## src/rtl/dsp_audio_pkg.sv

```systemverilog
// Shared constants and types for the S-DSP audio output path.
package dsp_audio_pkg;

    localparam int DSP_SAMPLE_WIDTH      = 16;
    localparam int DSP_CLOCKS_PER_SAMPLE = 64;
    localparam int DSP_FRAME_BITS        = 2 * DSP_SAMPLE_WIDTH;

    // One stereo sample pair as produced by the mixer; l occupies the upper half.
    typedef struct packed {
        logic signed [DSP_SAMPLE_WIDTH-1:0] l;
        logic signed [DSP_SAMPLE_WIDTH-1:0] r;
    } dsp_stereo_t;

    // System clocks per serial frame: two slots of width bits, two half-periods per bit.
    function automatic int dsp_frame_clocks(input int width, input int bclk_half);
        return 4 * width * bclk_half;
    endfunction

endpackage

```

## src/rtl/dsp_i2s_tx_if.sv

```systemverilog
// Sample handshake between the DSP mixer (master) and the I2S transmitter (slave).
interface dsp_i2s_tx_if
    import dsp_audio_pkg::*;
#(
    parameter int SAMPLE_WIDTH = DSP_SAMPLE_WIDTH
);
    logic signed [SAMPLE_WIDTH-1:0] sample_l;
    logic signed [SAMPLE_WIDTH-1:0] sample_r;
    logic                           sample_valid;
    logic                           sample_ready;

    modport master (output sample_l, output sample_r, output sample_valid, input sample_ready);
    modport slave  (input sample_l, input sample_r, input sample_valid, output sample_ready);
endinterface

```

## src/rtl/dsp_i2s_clkgen.sv

```systemverilog
// Bit-clock divider and frame bit counter for the I2S transmitter.
// Produces BCLK, registered LRCK, edge strobes (valid for the coming clock
// edge) and the frame-boundary strobe (falling edge where bit_idx wraps).
module dsp_i2s_clkgen
    import dsp_audio_pkg::*;
#(
    parameter int SAMPLE_WIDTH = DSP_SAMPLE_WIDTH,
    parameter int BCLK_HALF    = 1
) (
    input  logic clock,
    input  logic reset,
    input  logic enable,
    output logic bclk,
    output logic lrck,
    output logic fall,
    output logic rise,
    output logic boundary
);
    localparam int FRAME_BITS = 2 * SAMPLE_WIDTH;
    localparam int IDX_W      = $clog2(FRAME_BITS);
    localparam int DIV_W      = (BCLK_HALF > 1) ? $clog2(BCLK_HALF) : 1;

    logic [DIV_W-1:0] div_cnt_reg;
    logic [IDX_W-1:0] bit_idx_reg;
    logic [IDX_W-1:0] bit_idx_next;
    logic             bclk_reg;
    logic             lrck_reg;
    logic             wrap;

    assign wrap     = enable && (div_cnt_reg == DIV_W'(BCLK_HALF - 1));
    assign rise     = wrap && !bclk_reg;
    assign fall     = wrap && bclk_reg;
    assign boundary = fall && (bit_idx_reg == IDX_W'(FRAME_BITS - 1));
    assign bclk     = bclk_reg;
    assign lrck     = lrck_reg;

    // Next bit position, wrapping at the end of the frame.
    always_comb begin
        bit_idx_next = bit_idx_reg + IDX_W'(1);
        if (bit_idx_reg == IDX_W'(FRAME_BITS - 1)) begin
            bit_idx_next = '0;
        end
    end

    // Divider, BCLK toggle and bit counter; disable holds everything at reset values.
    always_ff @(posedge clock) begin
        if (reset || !enable) begin
            div_cnt_reg <= '0;
            bit_idx_reg <= '0;
            bclk_reg    <= 1'b0;
            lrck_reg    <= 1'b0;
        end else begin
            div_cnt_reg <= wrap ? '0 : div_cnt_reg + DIV_W'(1);
            if (wrap) begin
                bclk_reg <= !bclk_reg;
            end
            if (fall) begin
                bit_idx_reg <= bit_idx_next;
                lrck_reg    <= (bit_idx_next >= IDX_W'(SAMPLE_WIDTH));
            end
        end
    end

endmodule

```

## src/rtl/dsp_i2s_tx.sv

```systemverilog
// I2S transmitter for the S-DSP mixer output: one-entry holding buffer,
// frame shift register and underrun/overrun flags.
// Build option: DSP_I2S_LJ_EN selects left-justified framing (no one-BCLK
// data delay); undefined gives standard I2S.
module dsp_i2s_tx
    import dsp_audio_pkg::*;
#(
    parameter int SAMPLE_WIDTH = DSP_SAMPLE_WIDTH,
    parameter int BCLK_HALF    = 1
) (
    input  logic        clock,
    input  logic        reset,
    input  logic        enable,
    dsp_i2s_tx_if.slave smp,
    output logic        i2s_bclk,
    output logic        i2s_lrck,
    output logic        i2s_sdata,
    output logic        frame_start,
    output logic        underrun,
    output logic        overrun
);
    localparam int FRAME_BITS = 2 * SAMPLE_WIDTH;

    logic                  fall_strobe;
    logic                  boundary_strobe;
    logic                  bclk_rise_unused;
    logic [FRAME_BITS-1:0] new_pair;
    logic [FRAME_BITS-1:0] buf_reg;
    logic [FRAME_BITS-1:0] last_reg;
    logic [FRAME_BITS-1:0] shift_reg;
    logic                  full_reg;
    logic                  frame_start_reg;
    logic                  underrun_reg;
    logic                  overrun_reg;

    dsp_i2s_clkgen #(
        .SAMPLE_WIDTH (SAMPLE_WIDTH),
        .BCLK_HALF    (BCLK_HALF)
    ) u_clkgen (
        .clock    (clock),
        .reset    (reset),
        .enable   (enable),
        .bclk     (i2s_bclk),
        .lrck     (i2s_lrck),
        .fall     (fall_strobe),
        .rise     (bclk_rise_unused),
        .boundary (boundary_strobe)
    );

    assign new_pair         = {smp.sample_l, smp.sample_r};
    assign smp.sample_ready = !full_reg;
    assign frame_start      = frame_start_reg;
    assign underrun         = underrun_reg;
    assign overrun          = overrun_reg;

    // Holding buffer, last-sent pair and the one-cycle status flags. A strobe
    // landing on the boundary refills the buffer the drain just emptied.
    always_ff @(posedge clock) begin
        if (reset) begin
            buf_reg         <= '0;
            last_reg        <= '0;
            full_reg        <= 1'b0;
            frame_start_reg <= 1'b0;
            underrun_reg    <= 1'b0;
            overrun_reg     <= 1'b0;
        end else begin
            frame_start_reg <= boundary_strobe;
            underrun_reg    <= boundary_strobe && !full_reg;
            overrun_reg     <= smp.sample_valid && full_reg && !boundary_strobe;
            if (boundary_strobe && full_reg) begin
                last_reg <= buf_reg;
            end
            if (smp.sample_valid) begin
                buf_reg  <= new_pair;
                full_reg <= 1'b1;
            end else if (boundary_strobe) begin
                full_reg <= 1'b0;
            end
        end
    end

    // Frame shift register: load at the boundary (repeat last pair on underrun),
    // shift left on every other falling edge; MSB is the current data bit.
    always_ff @(posedge clock) begin
        if (reset || !enable) begin
            shift_reg <= '0;
        end else if (boundary_strobe) begin
            shift_reg <= full_reg ? buf_reg : last_reg;
        end else if (fall_strobe) begin
            shift_reg <= {shift_reg[FRAME_BITS-2:0], 1'b0};
        end
    end

`ifdef DSP_I2S_LJ_EN
    assign i2s_sdata = shift_reg[FRAME_BITS-1];
`else
    logic delay_reg;

    // One-BCLK data delay so the MSB follows the LRCK edge by one bit.
    always_ff @(posedge clock) begin
        if (reset || !enable) begin
            delay_reg <= 1'b0;
        end else if (fall_strobe) begin
            delay_reg <= shift_reg[FRAME_BITS-1];
        end
    end

    assign i2s_sdata = delay_reg;
`endif

endmodule

```

## src/flat_wrapper.sv

```systemverilog
// flat-port wrapper written by rule: the top's interface ports become plain ports
module dsp_i2s_tx_flat import dsp_audio_pkg::*;
#(
    parameter int SAMPLE_WIDTH = DSP_SAMPLE_WIDTH,
    parameter int BCLK_HALF    = 1
)
  (clock, reset, enable, i2s_bclk, i2s_lrck, i2s_sdata, frame_start, underrun, overrun, smp_sample_l, smp_sample_r, smp_sample_valid, smp_sample_ready);
  dsp_i2s_tx_if #(.SAMPLE_WIDTH(SAMPLE_WIDTH)) smp_i ();
  input  logic clock;
  input  logic reset;
  input  logic enable;
  output logic i2s_bclk;
  output logic i2s_lrck;
  output logic i2s_sdata;
  output logic frame_start;
  output logic underrun;
  output logic overrun;
  input wire logic [$bits(smp_i.sample_l)-1:0] smp_sample_l;
  input wire logic [$bits(smp_i.sample_r)-1:0] smp_sample_r;
  input wire logic [$bits(smp_i.sample_valid)-1:0] smp_sample_valid;
  output wire logic [$bits(smp_i.sample_ready)-1:0] smp_sample_ready;
  assign smp_i.sample_l = smp_sample_l;
  assign smp_i.sample_r = smp_sample_r;
  assign smp_i.sample_valid = smp_sample_valid;
  assign smp_sample_ready = smp_i.sample_ready;
  dsp_i2s_tx #(.SAMPLE_WIDTH(SAMPLE_WIDTH), .BCLK_HALF(BCLK_HALF)) u_core (.clock(clock), .reset(reset), .enable(enable), .smp(smp_i), .i2s_bclk(i2s_bclk), .i2s_lrck(i2s_lrck), .i2s_sdata(i2s_sdata), .frame_start(frame_start), .underrun(underrun), .overrun(overrun));
endmodule
```

## config.mk

```make
export PLATFORM = sky130hd
export DESIGN_NAME = dsp_i2s_tx_flat
export DESIGN_NICKNAME = d
export VERILOG_FILES = /design/src/rtl/dsp_audio_pkg.sv /design/src/rtl/dsp_i2s_tx_if.sv /design/src/rtl/dsp_i2s_clkgen.sv /design/src/rtl/dsp_i2s_tx.sv /design/src/flat_wrapper.sv
export SDC_FILE = /design/constraint.sdc
export NUM_CORES = 1
export LEC_CHECK = 0
export BUFFER_PORTS_ARGS = -buffer_cell sky130_fd_sc_hd__clkbuf_2
export CELL_PAD_IN_SITES_DETAIL_PLACEMENT = 2
export CELL_PAD_IN_SITES_GLOBAL_PLACEMENT = 2
export CORE_MARGIN = 1.5
export CORE_UTILIZATION = 30
export DETAILED_ROUTE_END_ITERATION = 12
export PLACE_DENSITY_LB_ADDON = 0.1
export SYNTH_ARGS = -nofsm -noshare
export SYNTH_HDL_FRONTEND = slang
export SYNTH_HIERARCHICAL = 1
export SYNTH_SLANG_ARGS = --single-unit
```

## constraint.sdc

```tcl
create_clock -name clock -period 2 [get_ports clock]
set_input_delay 0.4 -clock clock [delete_from_list [all_inputs] [get_ports clock]]
set_output_delay 0.4 -clock clock [all_outputs]
set_load 0.01 [all_outputs]
```

== Word-level counts from Yosys, hierarchy flattened ==
Cells that the tools add are included.
W data, S select, Z words.

* Eq/ne operators: 1
* Multiplexer cells: 6
* Shifts and indexed selects: 0
* Div/mod/pow operators: 0
* $add $sub $neg: 2
* Multipliers: 0
* Bitwise logic cells: 1
* Magnitude comparators: 1
* Reductions and logical operators: 15

{| class="wikitable"
|+ Operator list
! cell !! count
|-
| $mux W32 || 3
|-
| $logic_and A1 B1 Y1 || 7
|-
| $add A5 B1 Y5 const B || 1
|-
| $eq A5 B5 Y1 const B || 1
|-
| $ge A5 B5 Y1 const B || 1
|-
| $mux W5 || 1
|-
| $logic_not A1 Y1 || 4
|-
| $reduce_bool A2 Y1 || 2
|-
| $mux W1 || 2
|-
| $reduce_or A2 Y1 || 1
|-
| $add A1 B1 Y1 const B || 1
|-
| $logic_or A1 B1 Y1 || 1
|-
| $not A1 Y1 || 1
|}

* Flip-flop bits (word level): 109
* Latch bits: 0
* Memories kept: 0
* Logic and storage cells: 38
* Memory bits (writable): 0
* Memory bits (read-only): 0

== Logic depth before layout (Yosys ltp) ==
* Depth after elaboration: 6
* Mapped depth: 9
* Mapped depth without buffers: 7

== Cells and area by module ==
Netlist, hierarchy kept.

{| class="wikitable"
|+ Modules (own cells, without submodules)
! module !! times used !! area an instance (um2) !! cells an instance
|-
| dsp_i2s_tx || 1 || 4035.1 || 405
|-
| dsp_i2s_clkgen || 1 || 326.6 || 33
|}

== Least setup slack after synthesis ==
Ideal clock, no wire load.

* Path kind: flip-flop to flip-flop
* From: register u_core.u_clkgen.bit_idx_reg[0]
* To: register u_core.last_reg[10]
* Cell stages (with the launch flop): 10
* Library setup time: 132 ps
* Path slack: 300 ps
* Arrival time: 1568 ps
* Path buffers: 2
* Required time: 1868 ps
* Cell sequence: dfxtp_1 > ha_1 > and3_1 > ha_1 > and2_1 > and2_1 > buf_4 > buf_6 > nand2_1 > a21oi_1

* Longest elaborated chain between the ends: 3

{| class="wikitable"
|+ Ends and longest elaborated chain
! what !! line !! RTL
|-
| from (decl) || dsp_i2s_clkgen.sv:24 || <nowiki>logic [IDX_W-1:0] bit_idx_reg;</nowiki>
|-
| from (signal assigned) || dsp_i2s_clkgen.sv:58 || <nowiki>bit_idx_reg <= bit_idx_next;</nowiki>
|-
| $eq A5 B5 Y1 || dsp_i2s_clkgen.sv:33 || <nowiki>assign boundary = fall && (bit_idx_reg == IDX_W'(FRAME_BITS - 1));</nowiki>
|-
| $logic_and A1 B1 Y1 || dsp_i2s_clkgen.sv:33 ||
|-
| via u_core.boundary_strobe || dsp_i2s_tx.sv:25 || <nowiki>logic boundary_strobe;</nowiki>
|-
| $logic_and A1 B1 Y1 || dsp_i2s_tx.sv:70 || <nowiki>if (boundary_strobe && full_reg) begin</nowiki>
|-
| to (signal assigned) || dsp_i2s_tx.sv:71 || <nowiki>last_reg <= buf_reg;</nowiki>
|-
| to (decl) || dsp_i2s_tx.sv:29 || <nowiki>logic [FRAME_BITS-1:0] last_reg;</nowiki>
|}

The timed path passes the listed nets, and every way through them passes these cells.
A chain may end at the register's enable or synchronous reset.

== Worst setup path in the final report ==
* From: register u_core.u_clkgen.bit_idx_reg[0]
* To: register u_core.shift_reg[6]

* Longest elaborated chain between the ends: 3

{| class="wikitable"
|+ Ends and longest elaborated chain
! what !! line !! RTL
|-
| $eq A5 B5 Y1 (*) || dsp_i2s_clkgen.sv:33 ||
|-
| $logic_and A1 B1 Y1 (*) || dsp_i2s_clkgen.sv:33 ||
|-
| via u_core.boundary_strobe || dsp_i2s_tx.sv:25 ||
|-
| $mux W32 or $reduce_bool A2 Y1 (tied branches) || -- ||
|-
| to (signal assigned) || dsp_i2s_tx.sv:88 || <nowiki>shift_reg <= full_reg ? buf_reg : last_reg;</nowiki>
|-
| to (signal assigned) || dsp_i2s_tx.sv:90 || <nowiki>shift_reg <= {shift_reg[FRAME_BITS-2:0], 1'b0};</nowiki>
|-
| to (decl) || dsp_i2s_tx.sv:30 || <nowiki>logic [FRAME_BITS-1:0] shift_reg;</nowiki>
|}

Mark *: on every way through the listed nets, which the timed path passes. The rest lies on a longest branch.

==> impl_metrics.yaml <==
status:
  status: "complete, no violations"
place:
  post-place-ws_ps: 42.11
  dp_hpwl_um: 6653
  place_area_um2: 4712
  numPortBuffers: 42
  gp_congestion: 0.7266
sta:
  layout_setup_ws_ps: 92.11
  slew_violations: 0
  rsz0062_at_grt: "yes"
  fin_crit_sh_pct: 95.39
  skew_ps: 7.385
  finalHoldViolCount: 0
  finalSetupViolCount: 0
  min_period_ps: 1908
  clock.fmax_mhz: 524.1
floorplanning:
  std_cell_rows: 43
  die_area_um2: 15250
  die_height_um: 123.5
  start_util_pct: 31.01
  die_w_um: 123.5
  ios: 43
  fp.coreArea_um2: 14040
synthesis:
  avgSynthCellArea_um2: 9.964
  synth_cells: 437
  yosysWarnings: 6
  syn-num-nets: 475
  syn_area_um2: 4354
clock_tree:
  cts_buffers: 9
  cts_buffer_depth: 2
  clock_latency_ps: 360
  cts.sinks: 108
  tritoncts: "done"
  h-tree-depth: 3
  clkTransAtPathRegs_ps: 70
  cts_root_buf: "clkbuf_16"
layout:
  design_area_um2: 5069
  multi_input_area_um2: 1946
  layout.nets: 509
  n_fill_cell: 1540
  diodes: 0
  drive_above_1_share_pct: 16.81
  ff_latch_area_um2: 2163
  syn_to_final_growth_pct: 16.41
detailed_routing:
  wl_per_cell_um: 15.71
  dr.pass1.iters: 4
  ant_nets: 0
  remaining_drc_errors: 0
  via_count: 3207
  viasPerCell: 4.889
  drt_iter0_drc: 77
  routed_wl_um: 10310
critical_path:
  path_class: "reg2reg"
  worstSetupEndpointType: "flip-flop"
  required_ps: 2270
  worstPathArrival_ps: 2180
  crit_fanout: 31
  startpoint_type: "flip-flop"
global_routing:
  antenna_found_initial: 0
  grt_use_total_pct: 14.86
  grt_start_max_net_pins: 39
  grt-ovfl-total: 0
  grt_pass1_wl_um: 17150
  grt_pass1_vias: 3491
power:
  vdd_drop_max_mv: 0.4561
  p_per_area_nw_per_um2: 886.2
  p_leak_nw: 1.928
flow_run:
  max-cap-violations: 0
hold_path:
  hold_path.class: "in2reg"
metrics by stage:
step                cells  TNS (ps)  total power, mW  utilization (%)  hold slack, ps
global route          656    -269.8            4.698            36.10           280.4
floorplan             437         0            2.444                -           435.7
finish                656         0            4.492            36.10           277.3
global placement      640         0            2.532            33.56           441.1
CTS                   656         0            4.580            35.99           265.2
detailed placement    640         0            2.541            33.56           451.2
power by group:
group | total, mW | switching, mW | internal, mW
sequential | 2.23 | 0.0368 | 2.19
clock | 2.01 | 0.804 | 1.20
combinational | 0.257 | 0.136 | 0.120
worst max-delay path, cell delays in order, from the launching register on:
cell and delay [ps]:
dfxtp_1 340, ha_1 220, and3_1 180, ha_1 200
and2_2 220, inv_1 150, nand3_2 120, buf_12 180
o22ai_1 200
final cells by class:
cell class	instances	area share (%)
multi-input combinational	290	38.39
sequential	108	42.68
clock buffer	13	5.332
clock inverter	3	1.333
tap	180	4.443
inverter	7	0.5184
timing repair buffer	55	7.307
worst paths after layout:
check / startpoint / end / slack [ps] / cells past startpoint
worst min register to register: u_core/last_reg[22] / u_core/last_reg[22] / 460 / 2
worst max-delay path: u_core/u_clkgen/bit_idx_reg[0] / u_core/shift_reg[6] / 90 / 8
worst max register to register: u_core/u_clkgen/bit_idx_reg[0] / u_core/shift_reg[6] / 90 / 8
worst min-delay path: smp_sample_l[15] / u_core/buf_reg[31] / 280 / 3
per-layer routing:
metal / track usage [%] / wire (um) / vias up
li1: - / - / 1568
met1: 16.34 / 4524 / 1598
met2: 27.26 / 5328 / 32
met3: 4.474 / 320 / 9
met4: 4.741 / 135 / 0
met5: 0 / 0 / -
repair_timing:
action	CTS	global route
gates resized for setup	1	4
cloned	0	0
buffers inserted	0	0
hold buffers	0	0
endpoints found under the setup margin	3	63
layout by cell type, fill, tap and decap left out, drive strengths merged:
cell type / instances
dfxtp: 108
mux2i: 97
nand2: 66
clkbuf: 55
nor2: 38
a21oi: 35
o22ai: 31
buf: 13
inv: 7
xor2: 3
bufinv: 2
and3: 2
ha: 2
and2: 2
nand3: 2
clkinvlp: 1
nor2b: 1
a2111oi: 1
nor3: 1
and4: 1
mux2: 1
nand3b: 1
o21ai: 1
or3: 1
nand2b: 1
a31o: 1
nand4b: 1
conb: 1
No activity file was read; power rests on OpenSTA's default activity.
